===== src/rtl/hazard_pkg.sv =====
// rtl/hazard_pkg.sv - shared constants for the hazard scoreboard
// Purpose: timer width and forward-select encoding shared by the scoreboard files.
// Ports: none (package).
package hazard_pkg;

  // Width of each per-register load countdown; 0 means ready.
  localparam int TIMER_W = 3;

  // Forward-select code meaning "read the register file".
  localparam int FWD_RF = 0;

  // Forward stage k is reported as code k+1 so that 0 stays free for FWD_RF.
  function automatic int fwd_code(input int stage);
    return stage + 1;
  endfunction

endpackage


===== src/rtl/hazard_timer.sv =====
// rtl/hazard_timer.sv - per-register load countdown timer
// Purpose: one register's pending-load counter; load wins over clear, clear wins over decrement.
// Ports:
//   i_clk   - clock
//   i_rst   - synchronous active-high reset, zeroes the counter
//   i_load  - accepted load targets this register: counter <= LOAD_VAL
//   i_clear - accepted ALU write targets this register: counter <= 0
//   o_timer - current counter value, non-zero while the load is pending
module hazard_timer
  import hazard_pkg::*;
#(
  parameter logic [TIMER_W-1:0] LOAD_VAL = 3'd2
) (
  input  logic               i_clk,
  input  logic               i_rst,
  input  logic               i_load,
  input  logic               i_clear,
  output logic [TIMER_W-1:0] o_timer
);

  logic [TIMER_W-1:0] r_timer;

  always_ff @(posedge i_clk) begin
    if (i_rst) begin
      r_timer <= '0;
    end else if (i_load) begin
      r_timer <= LOAD_VAL;
    end else if (i_clear) begin
      r_timer <= '0;
    end else if (r_timer != '0) begin
      r_timer <= r_timer - TIMER_W'(1);
    end
  end

  assign o_timer = r_timer;

endmodule


===== src/rtl/hazard_scoreboard.sv =====
// rtl/hazard_scoreboard.sv - load-use hazard stall and forwarding select
// Purpose: tracks pending loads per register, stalls dependent instructions,
//          picks the youngest forwarding stage per source operand.
// Ports:
//   i_clk, i_rst          - clock, synchronous active-high reset
//   i_issue_valid         - instruction present in execute
//   i_src_valid/i_src_addr- per-operand read flag and register address
//   i_dst_valid/i_dst_is_load/i_dst_addr - destination write, from memory or ALU
//   i_fwd_valid/i_fwd_addr- per downstream stage ALU result (index 0 youngest)
//   i_flush               - kill the execute instruction this cycle
//   o_stall               - hold front end, insert NOP
//   o_fwd_sel             - per operand: 0 register file, k+1 forward from stage k
//   o_busy_mask           - per register pending-load flag
//   o_stall_count         - saturating stall-cycle counter
module hazard_scoreboard
  import hazard_pkg::*;
#(
  parameter int NSRC     = 3,
  parameter int NFWD     = 2,
  parameter int NREG     = 16,
  parameter int LOAD_LAT = 2,
  localparam int AW      = $clog2(NREG),
  localparam int FSW     = $clog2(NFWD + 1)
) (
  input  logic                     i_clk,
  input  logic                     i_rst,
  input  logic                     i_issue_valid,
  input  logic [NSRC-1:0]          i_src_valid,
  input  logic [NSRC-1:0][AW-1:0]  i_src_addr,
  input  logic                     i_dst_valid,
  input  logic                     i_dst_is_load,
  input  logic [AW-1:0]            i_dst_addr,
  input  logic [NFWD-1:0]          i_fwd_valid,
  input  logic [NFWD-1:0][AW-1:0]  i_fwd_addr,
  input  logic                     i_flush,
  output logic                     o_stall,
  output logic [NSRC-1:0][FSW-1:0] o_fwd_sel,
  output logic [NREG-1:0]          o_busy_mask,
  output logic [15:0]              o_stall_count
);

  logic [NREG-1:0][TIMER_W-1:0] w_timer;
  logic [NREG-1:0]              w_busy;
  logic [NREG-1:0]              w_dst_hit;
  logic                         w_hazard;
  logic                         w_accept;
  logic                         w_load_wr;
  logic                         w_alu_wr;
  logic [15:0]                  r_stall_count;

  // Address compare against every implemented register: an operand address
  // beyond NREG matches nothing and is therefore never busy.
  always_comb begin
    w_hazard = 1'b0;
    for (int i = 0; i < NSRC; i++) begin
      for (int r = 0; r < NREG; r++) begin
        if (i_src_valid[i] && (int'(i_src_addr[i]) == r) && w_busy[r]) begin
          w_hazard = 1'b1;
        end
      end
    end
  end

  assign o_stall   = i_issue_valid & ~i_flush & w_hazard;
  assign w_accept  = i_issue_valid & ~o_stall & ~i_flush;
  assign w_load_wr = w_accept & i_dst_valid & i_dst_is_load;
  assign w_alu_wr  = w_accept & i_dst_valid & ~i_dst_is_load;

  for (genvar g = 0; g < NREG; g++) begin : g_timer
    assign w_dst_hit[g] = (int'(i_dst_addr) == g);

    // A younger ALU write to a register with a pending load supersedes it.
    hazard_timer #(
      .LOAD_VAL (TIMER_W'(LOAD_LAT))
    ) u_timer (
      .i_clk   (i_clk),
      .i_rst   (i_rst),
      .i_load  (w_load_wr & w_dst_hit[g]),
      .i_clear (w_alu_wr & w_dst_hit[g]),
      .o_timer (w_timer[g])
    );

    assign w_busy[g] = (w_timer[g] != '0);
  end

  // Scan oldest to youngest so the youngest matching stage overwrites last.
  always_comb begin
    for (int i = 0; i < NSRC; i++) begin
      o_fwd_sel[i] = FSW'(FWD_RF);
      if (i_src_valid[i] && (int'(i_src_addr[i]) < NREG)) begin
        for (int k = NFWD - 1; k >= 0; k--) begin
          if (i_fwd_valid[k] && (i_fwd_addr[k] == i_src_addr[i])) begin
            o_fwd_sel[i] = FSW'(fwd_code(k));
          end
        end
      end
    end
  end

  always_ff @(posedge i_clk) begin
    if (i_rst) begin
      r_stall_count <= '0;
    end else if (o_stall && (r_stall_count != 16'hFFFF)) begin
      r_stall_count <= r_stall_count + 16'd1;
    end
  end

  assign o_busy_mask   = w_busy;
  assign o_stall_count = r_stall_count;

endmodule

===== config.mk =====
export PLATFORM = sky130hd
export DESIGN_NAME = hazard_scoreboard
export DESIGN_NICKNAME = d
export VERILOG_FILES = /design/src/rtl/hazard_pkg.sv /design/src/rtl/hazard_timer.sv /design/src/rtl/hazard_scoreboard.sv
export SDC_FILE = /design/constraint.sdc
export NUM_CORES = 1
export LEC_CHECK = 0
export BUFFER_PORTS_ARGS = -buffer_cell sky130_fd_sc_hd__clkbuf_2
export CAP_MARGIN = 30
export CORE_UTILIZATION = 40
export CTS_BUF_LIST = sky130_fd_sc_hd__clkbuf_4 sky130_fd_sc_hd__clkbuf_8 sky130_fd_sc_hd__clkbuf_16
export DETAILED_ROUTE_END_ITERATION = 8
export PLACE_DENSITY = 0.72
export RECOVER_POWER = 100
export SLEW_MARGIN = 10
export SYNTH_ARGS = -nofsm -noshare
export SYNTH_HDL_FRONTEND = slang
export SYNTH_SLANG_ARGS = --single-unit

===== constraint.sdc =====
create_clock -name i_clk -period 7.85 [get_ports i_clk]
set_input_delay 1.57 -clock i_clk [delete_from_list [all_inputs] [get_ports i_clk]]
set_output_delay 1.57 -clock i_clk [all_outputs]
set_load 0.05 [all_outputs]

======== Word-level counts from Yosys, hierarchy flattened ========
Cells that the tools add are included.
storage, ports and cells
  bits in registers ....................... 64
  latch bits .............................. 0
  RAM bits ................................ 0
  memory bits (read-only) ................. 0
  output and inout bits ................... 39
  logic and storage cells ................. 419
  memories kept ........................... 0
operators by class
  $add $sub $neg .......................... 17
  $mul .................................... 0
  divide/modulo/power cells ............... 0
  magnitude comparators ................... 0
  equal/unequal tests ..................... 67
  shift operators ......................... 0
  multiplexer cells ....................... 105
  bitwise operators ....................... 42
  reductions and logical operators ........ 155
operators by type and width
  kind                   number
  $eq 4x4->1 const B     32
  $mux 2                 57
  $logic_and 1x1->1      103
  $reduce_bool 3->1      32
  $eq 4x3->1 const B     16
  $mux 1                 48
  $reduce_or 3->1        16
  $sub 3x1->3 const B    16
  $and 1x1->1            39
  $eq 4x2->1 const B     8
  $eq 4x4->1             6
  $add 16x1->16 const B  1
  $eq 4x1->1 const B     4
  $logic_not 4->1        4
  $ne 16x16->1 const B   1
  $not 1->1              3

======== Longest topological paths before layout ========
Gate-level depths: netlist of run 1.
  depth after elaboration ................. 60
  depth in mapped cells ................... 12
  gate-level depth less buffers ........... 9

======== Cells and area by module ========
A second synthesis of run 1 with hierarchy kept.
second synthesis, totals
  cells, all modules ...................... 547
  area, all modules ....................... 4339.2 µm²
modules (own cells, without submodules)
  module             instances  cells an instance  area each (µm²)
  hazard_timer       16         15                 140.1
  hazard_scoreboard  1          307                2097.0

======== Worst setup path after synthesis of run 1 ========
No wires, ideal clock.
  path kind ............................... input port to output port
  from .................................... input i_src_addr[4] (netlist name)
  to ...................................... output o_stall
  data arrival time ....................... 3.371 ns
  required time ........................... 6.280 ns
  slack ................................... 2.909 ns
  stages .................................. 9
  buffers on the path ..................... 3
  path through ............................ buf_2 mux4_2 nor3b_1 a311oi_1 nand4b_1 o21ai_2 buf_2 buf_2 inv_1
between the ends
  cells in the longest elaborated chain, start to end .. 36
  elaborated cells between the ends (all ways) .. 81
RTL lines
  item                            line                     RTL
  start: declaration              hazard_scoreboard.sv:29  input logic [NSRC-1:0][AW-1:0] i_src_addr,
  $logic_not 4->1                 hazard_scoreboard.sv:57  if (i_src_valid[i] && (int'(i_src_addr[i]) == r) && w_busy[r]) begin
  $logic_and 1x1->1 (2 in a row)  hazard_scoreboard.sv:57
  $mux 1 (15 in a row)            hazard_scoreboard.sv:57
  $mux 1 * (17 in a row)          hazard_scoreboard.sv:57
  $and 1x1->1 *                   hazard_scoreboard.sv:64  assign o_stall = i_issue_valid & ~i_flush & w_hazard;
  end: declaration                hazard_scoreboard.sv:36  output logic o_stall,
Every way passes the cells marked *; elsewhere a longest branch is shown, timed or not.

======== Final worst setup path of run 1 ========
  from .................................... input i_src_addr[9] (netlist name)
  to ...................................... output o_stall
between the ends
  cells in the longest elaborated chain, start to end .. 20
  elaborated cells between the ends (all ways) .. 65
RTL lines
  item                            line
  $logic_not 4->1                 hazard_scoreboard.sv:57
  $logic_and 1x1->1 (2 in a row)  hazard_scoreboard.sv:57
  $mux 1 (15 in a row)            hazard_scoreboard.sv:57
  $mux 1 *                        hazard_scoreboard.sv:57
  $and 1x1->1 *                   hazard_scoreboard.sv:64
Marked as above.

==> results of run 1 <==
[sequential cells by signal, summed over array words and instances, names as in the netlist]
signal	count
o_stall_count	16
g_timer.u_timer.o_timer	48
[layout make-up]
| class | count | area share |
|---|---|---|
| clock buffer | 9 | 0.0267 |
| timing repair buffer | 78 | 0.0744 |
| multi-input combinational | 365 | 0.547 |
| sequential | 64 | 0.276 |
| clock inverter | 7 | 0.0154 |
| inverter | 31 | 0.0251 |
| tap | 133 | 0.0358 |
[synth_stat cells (all sizes together), types with 7 or more instances]
cell	count	area share
a21oi	40	0.048
a311oi	8	0.017
and3	8	0.012
buf	16	0.024
clkbuf	22	0.020
dfxtp	64	0.31
ha	12	0.036
inv	31	0.028
mux2	20	0.055
nand2	27	0.025
nand3	13	0.016
nor2	36	0.033
nor2b	10	0.015
nor3	22	0.028
nor3b	8	0.015
nor4	16	0.026
o21ai	17	0.022
o31ai	7	0.013
or4	18	0.033
xnor2	15	0.032
xor2	20	0.042
[logic make-up after synthesis]
| group | synth area share |
|---|---|
| AO/OA/AOI/OAI | 0.138 |
| XOR/XNOR | 0.0742 |
| adder cells (fa/ha/maj) | 0.0363 |
| buffers and inverters | 0.0718 |
| flip-flops | 0.310 |
| multiplexers | 0.0866 |
| AND/OR/NAND/NOR | 0.283 |
[stage by stage]
step	hold slack [ps]	total power [W]
after floorplan	446	0.000895
after global placement	456	0.00101
after detailed placement	470	0.00103
after CTS	480	0.00131
after global routing	516	0.00138
final	488	0.00128
[worst max-delay path, delay by kind of cell]
kind | cells | cell delay [ps]
and+or+nand+nor | 3 | 650
AOI/OAI and AO/OA | 2 | 270
buffers and inverters | 4 | 1760
[layout by cell type, fill, tap and decap left out, drive strengths merged, types with 17 or more instances in the layout]
| master | n |
|---|---|
| dfxtp | 64 |
| o21ai | 17 |
| nor2 | 36 |
| or4 | 18 |
| nor3 | 22 |
| inv | 32 |
| xor2 | 20 |
| mux2 | 20 |
| nand2 | 27 |
| a21oi | 40 |
| clkbuf | 84 |
[final timing paths]
kind / from / to / slack, ps / cells past startpoint
worst max-delay path: i_src_addr[9] / o_stall / 2040 / 9
worst min-delay path: g_timer[2].u_timer.o_timer[0]$_SDFFE_PP0P_ / g_timer[2].u_timer.o_timer[0]$_SDFFE_PP0P_ / 490 / 1
worst max register to register: g_timer[11].u_timer.o_timer[0]$_SDFFE_PP0P_ / g_timer[0].u_timer.o_timer[1]$_SDFFE_PP0P_ / 4510 / 10
worst min register to register: g_timer[2].u_timer.o_timer[0]$_SDFFE_PP0P_ / g_timer[2].u_timer.o_timer[0]$_SDFFE_PP0P_ / 490 / 1
[metal layers]
layer | track usage | part of all wire | wire, um
met5 | 0 | 0 | 0
met4 | 0.0538 | 0.011 | 106
met2 | 0.321 | 0.50 | 4860
met1 | 0.223 | 0.44 | 4300
met3 | 0.0441 | 0.056 | 554
[report_power, final]
part / internal [W] / total (W) / leakage [nW] / switching, W
combinational: 0.000199 / 0.000590 / 1.12 / 0.000391
sequential: 0.000377 / 0.000413 / 0.521 / 0.0000366
clock: 0.000146 / 0.000279 / 0.0916 / 0.000132
==> key figures, run 1 <==
Timing
  – Slew Viols, Final: 0
  – Hold Fails Final Rpt: 0
  – Max frequency: 0.172 GHz
  – Worst Tran Pin Value: 1030 ps
  – Skew final: 11.0 ps
  – Tcrit/Tclk final: 0.741
  – Fin crit period: 5810 ps
  – Setup violations, final: 0
  – Post-Route Setup TNS: 0 ps
  – Fin worst setup slack: 2040 ps
  – Slew HR: 0.314
  – RSZ-0062 raised after global routing: false

Layout
  – P&R area growth vs syn: 12.4%
  – Post-Layout Cell Count: 687
  – Multi-input combinational cell area: 2540 sq um
  – ANT cells: 0
  – Reg area: 1280 sq um
  – Final instance area: 4640 sq um
  – Finished Core Util: 0.468
  – Share of layout cells above drive strength 1: 0.146
  – Final nets: 596
  – # fillers: 1002

Clocking
  – Clock-pin transition on the worst setup and hold timing paths: 70 ps
  – Number of CTS-inserted buffers: 9
  – Post-CTS setup buffer count: 0
  – Hold buffers post-CTS: 0
  – H-tree Lvls: 3
  – Clock tree buffer depth: 2
  – Clk sink count: 64
  – Worst-Skew Late Latency: 330 ps
  – CTS tree: done
  – Clock root buffer: clkbuf_8
  – CTS resizes: 0

Detailed routing
  – Vias: 3799
  – DR vias/cell: 5.53
  – Drt drc: 0
  – Wire per inst: 14.3 um
  – Final ANT Viol Nets: 0
  – Wirelength, routed: 9.82 mm
  – DR pass1 iterations: 4
  – Starting DRC count in detailed routing: 251

Outcome
  – Run status: completed

Synth
  – Syn_area_per_cell: 8.30 sq um
  – Main synth FF type: dfxtp_1
  – Post-Syn Instances: 498
  – Number of synthesized flops with an enable pin: 0
  – Synth cell types: 57
  – Sequential fraction of the synthesis area: 0.310
  – Mapped Area: 4130 sq um
  – Syn Nets: 545
  – Post-synth ARST share: 0
  – Synth warnings: 0
  – Synth Register Bits: 64

Power and ir drop
  – Pwr/cell area: 276 nW/um^2
  – VDD IR max: 0.000212 V
  – Static Leak: 1.74 nW

Global route
  – First-pass GRT wire length: 16.3 mm
  – All-Layer GR Usage: 0.184
  – Largest net degree at the start of global routing: 69
  – Vias in the first global route: 3500
  – Grt ovf: 0
  – Number of antenna violations at the first check in global routing: 0

Die
  – Die area: 10700 sq um
  – Core box area: 9910 sq um
  – Row count: 36
  – Die H: 104 um
  – Effective utilization at floorplan: 0.417
  – Horiz. Die Dim: 104 um
  – I/O pin total: 74

Flow run
  – Max_cap viols: 0

Setup path
  – Crit path DAT: 4240 ps
  – CP endpoint kind: output pin
  – CP most frequent cell: clkbuf_1
  – Crit Path Class: in -> out
  – CP required: 6280 ps
  – Slowest stage delay, CP: 790 ps
  – Slowest cell on the critical path: clkbuf_1
  – CP Cell Sequence: clkbuf_1, nand4b_1, o32ai_1, nor4_1, nand4_1, o21ai_0, clkbuf_1, inv_1, clkbuf_1
  – Critical path fanouts, max: 29
  – Crit start category: primary input

Hold path
  – HP Class: reg -> reg

Placed design
  – Placement Setup Slack: 2800 ps
  – Dpl cell area: 4520 sq um
  – PortBufs: 73
  – Hpwl dp: 7.21 mm
  – DP Cell Count: 671
  – GP Congestion: 0.887
(Power assumes the default switching activity.)
==> run 2, diff against run 1 <==
PLACE_DENSITY = 0.75   (was 0.72)
clock period = 5 ns   (was 7.85 ns; I/O delays follow)
==> key figures, run 2 (synthesized netlist as in run 1, its figures left out) <==
Clocking
  – CTS resizes: 0 (unchanged)
  – Clock tree buffer depth: 2 (unchanged)
  – Clk sink count: 64 (unchanged)
  – Number of CTS-inserted buffers: 9 (unchanged)
  – H-tree Lvls: 3 (unchanged)
  – Clock root buffer: clkbuf_8
  – Post-CTS setup buffer count: 0 (unchanged)
  – Worst-Skew Late Latency: 350 ps (+20 ps)
  – Clock-pin transition on the worst setup and hold timing paths: 70 ps (about the same)
  – CTS tree: done
  – Hold buffers post-CTS: 0 (unchanged)

Setup path
  – Flop2flop setup slack: 1630 ps (-2880 ps)
  – Worst setup path endpoint: o_stall
  – Crit Path Class: in -> out
  – Critical path fanouts, max: 29 (unchanged)
  – Reg2reg path depth: 10 (unchanged)
  – Crit path DAT: 3250 ps (-990 ps)
  – CP endpoint kind: output pin
  – Worst r2r dst: g_timer[0].u_timer.o_timer[1]$_SDFFE_PP0P_
  – CP required: 4000 ps (-2280 ps)
  – Critical Path Start: i_src_addr[1]
  – Worst r2r src: g_timer[9].u_timer.o_timer[0]$_SDFFE_PP0P_
  – Crit start category: primary input

Timing
  – Worst Tran Pin Value: 863 ps (-166 ps)
  – Setup violations, final: 0 (unchanged)
  – Fin crit period: 4250 ps
  – Post-Route Setup TNS: 0 ps (unchanged)
  – Hold Fails Final Rpt: 0 (unchanged)
  – Slew Viols, Final: 0 (unchanged)
  – Tcrit/Tclk final: 0.850
  – Skew final: 15.8 ps (+4.88 ps)
  – Max frequency: 0.235 GHz
  – RSZ-0062 raised after global routing: false
  – Slew HR: 0.425 (+0.110)

Placed design
  – PortBufs: 73 (unchanged)
  – Hpwl dp: 7.47 mm (+3.5%)
  – DP Cell Count: 671 (unchanged)
  – GP Congestion: 0.886 (about the same)

Detailed routing
  – Wire per inst: 15.0 um (+4.9%)
  – Final ANT Viol Nets: 0 (unchanged)
  – Vias: 3881 (+2.2%)
  – DR pass1 iterations: 4 (unchanged)
  – DR vias/cell: 5.65 (+2.2%)
  – Wirelength, routed: 10.3 mm (+4.9%)
  – Drt drc: 0 (unchanged)
  – Starting DRC count in detailed routing: 275 (+9.6%)

Layout
  – Finished Core Util: 0.469 (+0.00101)
  – ANT cells: 0 (unchanged)
  – # fillers: 989 (-1.3%)
  – Share of layout cells above drive strength 1: 0.150 (+0.00361)
  – Multi-input combinational cell area: 2540 sq um (unchanged)
  – Reg area: 1280 sq um (unchanged)
  – Max FFs per register: 48 (unchanged)
  – Post-Layout Cell Count: 687 (unchanged)
  – P&R area growth vs syn: 12.6%
  – Commonest non-fill, non-tap cells in the layout: 64 x dfxtp_1, 41 x clkbuf_1, 40 x a21oi_1
  – Final nets: 596 (unchanged)
  – Commonest non-fill, non-tap cell in the layout: dfxtp_1

Power and ir drop
  – Pwr/cell area: 439 nW/um^2 (+59%)
  – Comb power frac: 0.459 (about the same)
  – Switching power: 0.000888 W (+59%)
  – Sw Ratio: 0.435 (-0.00187)
  – VDD IR max: 0.000463 V (+120%)
  – Int Power: 0.00115 W (+60%)
  – Clock power frac: 0.223 (+0.006)
  – Static Leak: 1.75 nW (+0.65%)
  – Seq pwr share: 0.318 (-0.004)

Die
  – I/O pin total: 74 (unchanged)
  – Effective utilization at floorplan: 0.417 (unchanged)
  – Horiz. Die Dim: 104 um (unchanged)
  – Die area: 10700 sq um (unchanged)
  – Core box area: 9910 sq um (unchanged)
  – Row count: 36 (unchanged)
  – Die H: 104 um (unchanged)

Global route
  – Number of antenna violations at the first check in global routing: 0 (unchanged)
  – First-pass GRT wire length: 17.3 mm (+6.2%)
  – Largest net degree at the start of global routing: 68 (-1.4%)
  – All-Layer GR Usage: 0.195 (+0.0114)
  – Grt ovf: 0 (unchanged)
  – Vias in the first global route: 3631 (+3.7%)

Hold path
  – HP Class: reg -> reg

Flow run
  – Max_cap viols: 0 (unchanged)

Outcome
  – Run status: completed
[run 2: critical path, cell delays in order]
cell	delay (ps)
clkbuf_1	410
mux4_2	580
o32ai_1	150
a311oi_1	80
nand4b_1	140
o21ai_0	90
buf_4	230
inv_1	100
clkbuf_1	470
[run 2: layout make-up]
type | count | share of cell area
multi-input cells | 365 | 0.545
flip-flops and latches | 64 | 0.275
repair buffers | 78 | 0.0750
well taps | 133 | 0.0358
clock buffers | 11 | 0.0312
inverters | 31 | 0.0250
clock inverters | 5 | 0.0121
[run 2: routing by layer]
layer / track usage / wire length, um / vias up
li1: - / - / 1915
met4: 0.0631 / 100 / 0
met5: 0 / 0 / -
met2: 0.323 / 5000 / 113
met1: 0.250 / 4570 / 1843
met3: 0.0466 / 628 / 10
[run 2: how the worst min path moves through the flow]
stage	depth (start not counted)	slack [ps]	start	endpoint
6_report	1	490	g_timer[3].u_timer.o_timer[0]$_SDFFE_PP0P_	g_timer[3].u_timer.o_timer[0]$_SDFFE_PP0P_
5_1_grt	1	520	g_timer[3].u_timer.o_timer[2]$_SDFFE_PP0P_	g_timer[3].u_timer.o_timer[2]$_SDFFE_PP0P_
2_1_floorplan	1	450	g_timer[1].u_timer.o_timer[0]$_SDFFE_PP0P_	g_timer[1].u_timer.o_timer[0]$_SDFFE_PP0P_
4_1_cts	1	490	g_timer[1].u_timer.o_timer[0]$_SDFFE_PP0P_	g_timer[1].u_timer.o_timer[0]$_SDFFE_PP0P_
3_3_place_gp	1	460	g_timer[1].u_timer.o_timer[0]$_SDFFE_PP0P_	g_timer[1].u_timer.o_timer[0]$_SDFFE_PP0P_
3_5_place_dp	1	480	g_timer[1].u_timer.o_timer[0]$_SDFFE_PP0P_	g_timer[1].u_timer.o_timer[0]$_SDFFE_PP0P_
[run 2: power groups by stage]
stage / combinational [W] / sequential, W / clock, W
2_1_floorplan: 0.000753 / 0.000652 / 0
3_3_place_gp: 0.000922 / 0.000653 / 0
3_5_place_dp: 0.000956 / 0.000661 / 0
4_1_cts: 0.000962 / 0.000649 / 0.000466
5_1_grt: 0.00104 / 0.000660 / 0.000489
6_report: 0.000938 / 0.000649 / 0.000455
[run 2: through the flow]
step	cell area (sq um)	total power [W]	setup WS [ps]	hold slack, ps
after detailed placement	4520	0.00162	1070	478
after global routing	4650	0.00218	556	516
after global placement	4520	0.00158	1110	456
after CTS	4720	0.00208	1070	487
final	4650	0.00204	751	490
after floorplan	4130	0.00140	1200	446
==> run 3, diff against run 2 <==
PLACE_DENSITY = 0.72   (was 0.75)
clock period = 4.4 ns   (was 5 ns; I/O delays follow)
==> key figures, run 3 (synthesized netlist as in run 1, its figures left out) <==
Clocking
  – H-tree Lvls: 3 (unchanged)
  – Clock-pin transition on the worst setup and hold timing paths: 70 ps (about the same)
  – Number of CTS-inserted buffers: 9 (unchanged)
  – CTS tree: done
  – Clock root buffer: clkbuf_8
  – Post-CTS setup buffer count: 0 (unchanged)
  – CTS resizes: 0 (unchanged)
  – Clk sink count: 64 (unchanged)
  – Clock tree buffer depth: 2 (unchanged)
  – Worst-Skew Late Latency: 350 ps (about the same)
  – Hold buffers post-CTS: 0 (unchanged)

Setup path
  – Crit start category: primary input
  – Crit path DAT: 2880 ps (-370 ps)
  – Worst r2r src: g_timer[9].u_timer.o_timer[0]$_SDFFE_PP0P_
  – CP required: 3520 ps (-480 ps)
  – CP endpoint kind: output pin
  – Critical path fanouts, max: 11 (-62%)
  – Crit Path Class: in -> out
  – Critical Path Start: i_src_addr[1]
  – Flop2flop setup slack: 960 ps (-670 ps)

Global route
  – Largest net degree at the start of global routing: 39 (-43%)
  – Grt ovf: 0 (unchanged)
  – First-pass GRT wire length: 16.7 mm (-3.2%)
  – Vias in the first global route: 3508 (-3.4%)
  – All-Layer GR Usage: 0.190 (-0.00549)
  – Number of antenna violations at the first check in global routing: 0 (unchanged)

Placed design
  – Hpwl dp: 7.40 mm (-0.86%)
  – DP Cell Count: 671 (unchanged)
  – Placement Setup Slack: 924 ps (-147 ps)
  – GP Congestion: 0.870 (-1.8%)
  – PortBufs: 73 (unchanged)

Layout
  – Commonest non-fill, non-tap cell in the layout: dfxtp_1
  – Final nets: 596 (unchanged)
  – Finished Core Util: 0.476 (+0.00644)
  – P&R area growth vs syn: 14.1%
  – Share of layout cells above drive strength 1: 0.155 (+0.00542)
  – Max FFs per register: 48 (unchanged)
  – ANT cells: 0 (unchanged)
  – Post-Layout Cell Count: 687 (unchanged)
  – Commonest non-fill, non-tap cells in the layout: 64 x dfxtp_1, 40 x a21oi_1, 40 x clkbuf_1

Timing
  – RSZ-0062 raised after global routing: false
  – Slew HR: 0.344 (-0.0801)
  – Post-Route Setup TNS: 0 ps (unchanged)
  – Setup violations, final: 0 (unchanged)
  – Slew Viols, Final: 0 (unchanged)
  – Max frequency: 0.266 GHz
  – Worst Tran Pin Value: 983 ps (+120 ps)
  – Hold Fails Final Rpt: 0 (unchanged)
  – Skew final: 12.9 ps (-2.94 ps)
  – Fin crit period: 3760 ps
  – Tcrit/Tclk final: 0.853
  – Fin worst setup slack: 645 ps (-106 ps)

Die
  – Die area: 10700 sq um (unchanged)
  – Effective utilization at floorplan: 0.417 (unchanged)
  – Die H: 104 um (unchanged)
  – Core box area: 9910 sq um (unchanged)
  – I/O pin total: 74 (unchanged)
  – Horiz. Die Dim: 104 um (unchanged)
  – Row count: 36 (unchanged)

Flow run
  – Max_cap viols: 0 (unchanged)

Detailed routing
  – Vias: 3875 (-0.15%)
  – Drt drc: 0 (unchanged)
  – Starting DRC count in detailed routing: 334 (+21%)
  – Final ANT Viol Nets: 0 (unchanged)
  – DR vias/cell: 5.64 (-0.15%)
  – Wirelength, routed: 10.1 mm (-1.7%)
  – Wire per inst: 14.7 um (-1.7%)
  – DR pass1 iterations: 5 (+1)

Power and ir drop
  – Static Leak: 1.78 nW (+1.8%)
  – Pwr/cell area: 520 nW/um^2 (+18%)
  – VDD IR max: 0.000329 V (-29%)

Outcome
  – Run status: completed

Hold path
  – HP Class: reg -> reg
  – Worst hold start: g_timer[1].u_timer.o_timer[0]$_SDFFE_PP0P_
-- run 3: final timing paths --
kind                                                      to  cells after the start
setup / recovery                                     o_stall                      8
hold / removal    g_timer[1].u_timer.o_timer[0]$_SDFFE_PP0P_                      1
setup reg to reg               o_stall_count[3]$_SDFFE_PP0P_                     10
hold reg to reg   g_timer[1].u_timer.o_timer[0]$_SDFFE_PP0P_                      1
-- run 3: layer usage --
layer | global-route usage | vias up | share of wire
li1 | - | 1920 | -
met1 | 0.249 | 1808 | 0.46
met2 | 0.302 | 126 | 0.47
met3 | 0.0459 | 21 | 0.055
met4 | 0.0663 | 0 | 0.020
met5 | 0 | - | 0
-- run 3: cell type report --
| cell class | count | area, sq um |
|---|---|---|
| Clock buffer | 10 | 138 |
| Clock inverter | 6 | 116 |
| Fill cell | 991 | 5190 |
| Inverter | 31 | 116 |
| Multi-Input combinational cell | 365 | 2550 |
| Sequential cell | 64 | 1280 |
| Tap cell | 133 | 166 |
| Timing Repair Buffer | 78 | 348 |
-- run 3: stage by stage --
step                total power [W]  hold slack [ps]  area, sq um
finish                      0.00245              477         4720
global route                0.00261              506         4720
CTS                         0.00249              480         4770
detailed placement          0.00184              470         4520
global placement            0.00180              457         4520
floorplan                   0.00160              446         4130
-- run 3: worst max-delay path, cell delays in order --
cell and delay (ps):
clkbuf_1 420, mux4_2 340, o32ai_2 80, a311oi_1 250, nand4b_1 160, o21ai_0 370
inv_1 110, clkbuf_2 250
-- run 3: power by group --
| part | total [W] | switching [W] | leakage (nW) | internal (W) |
|---|---|---|---|---|
| registers | 0.000738 | 0.0000661 | 0.521 | 0.000672 |
| clock network | 0.000641 | 0.000247 | 0.127 | 0.000395 |
| logic | 0.00107 | 0.000713 | 1.13 | 0.000359 |
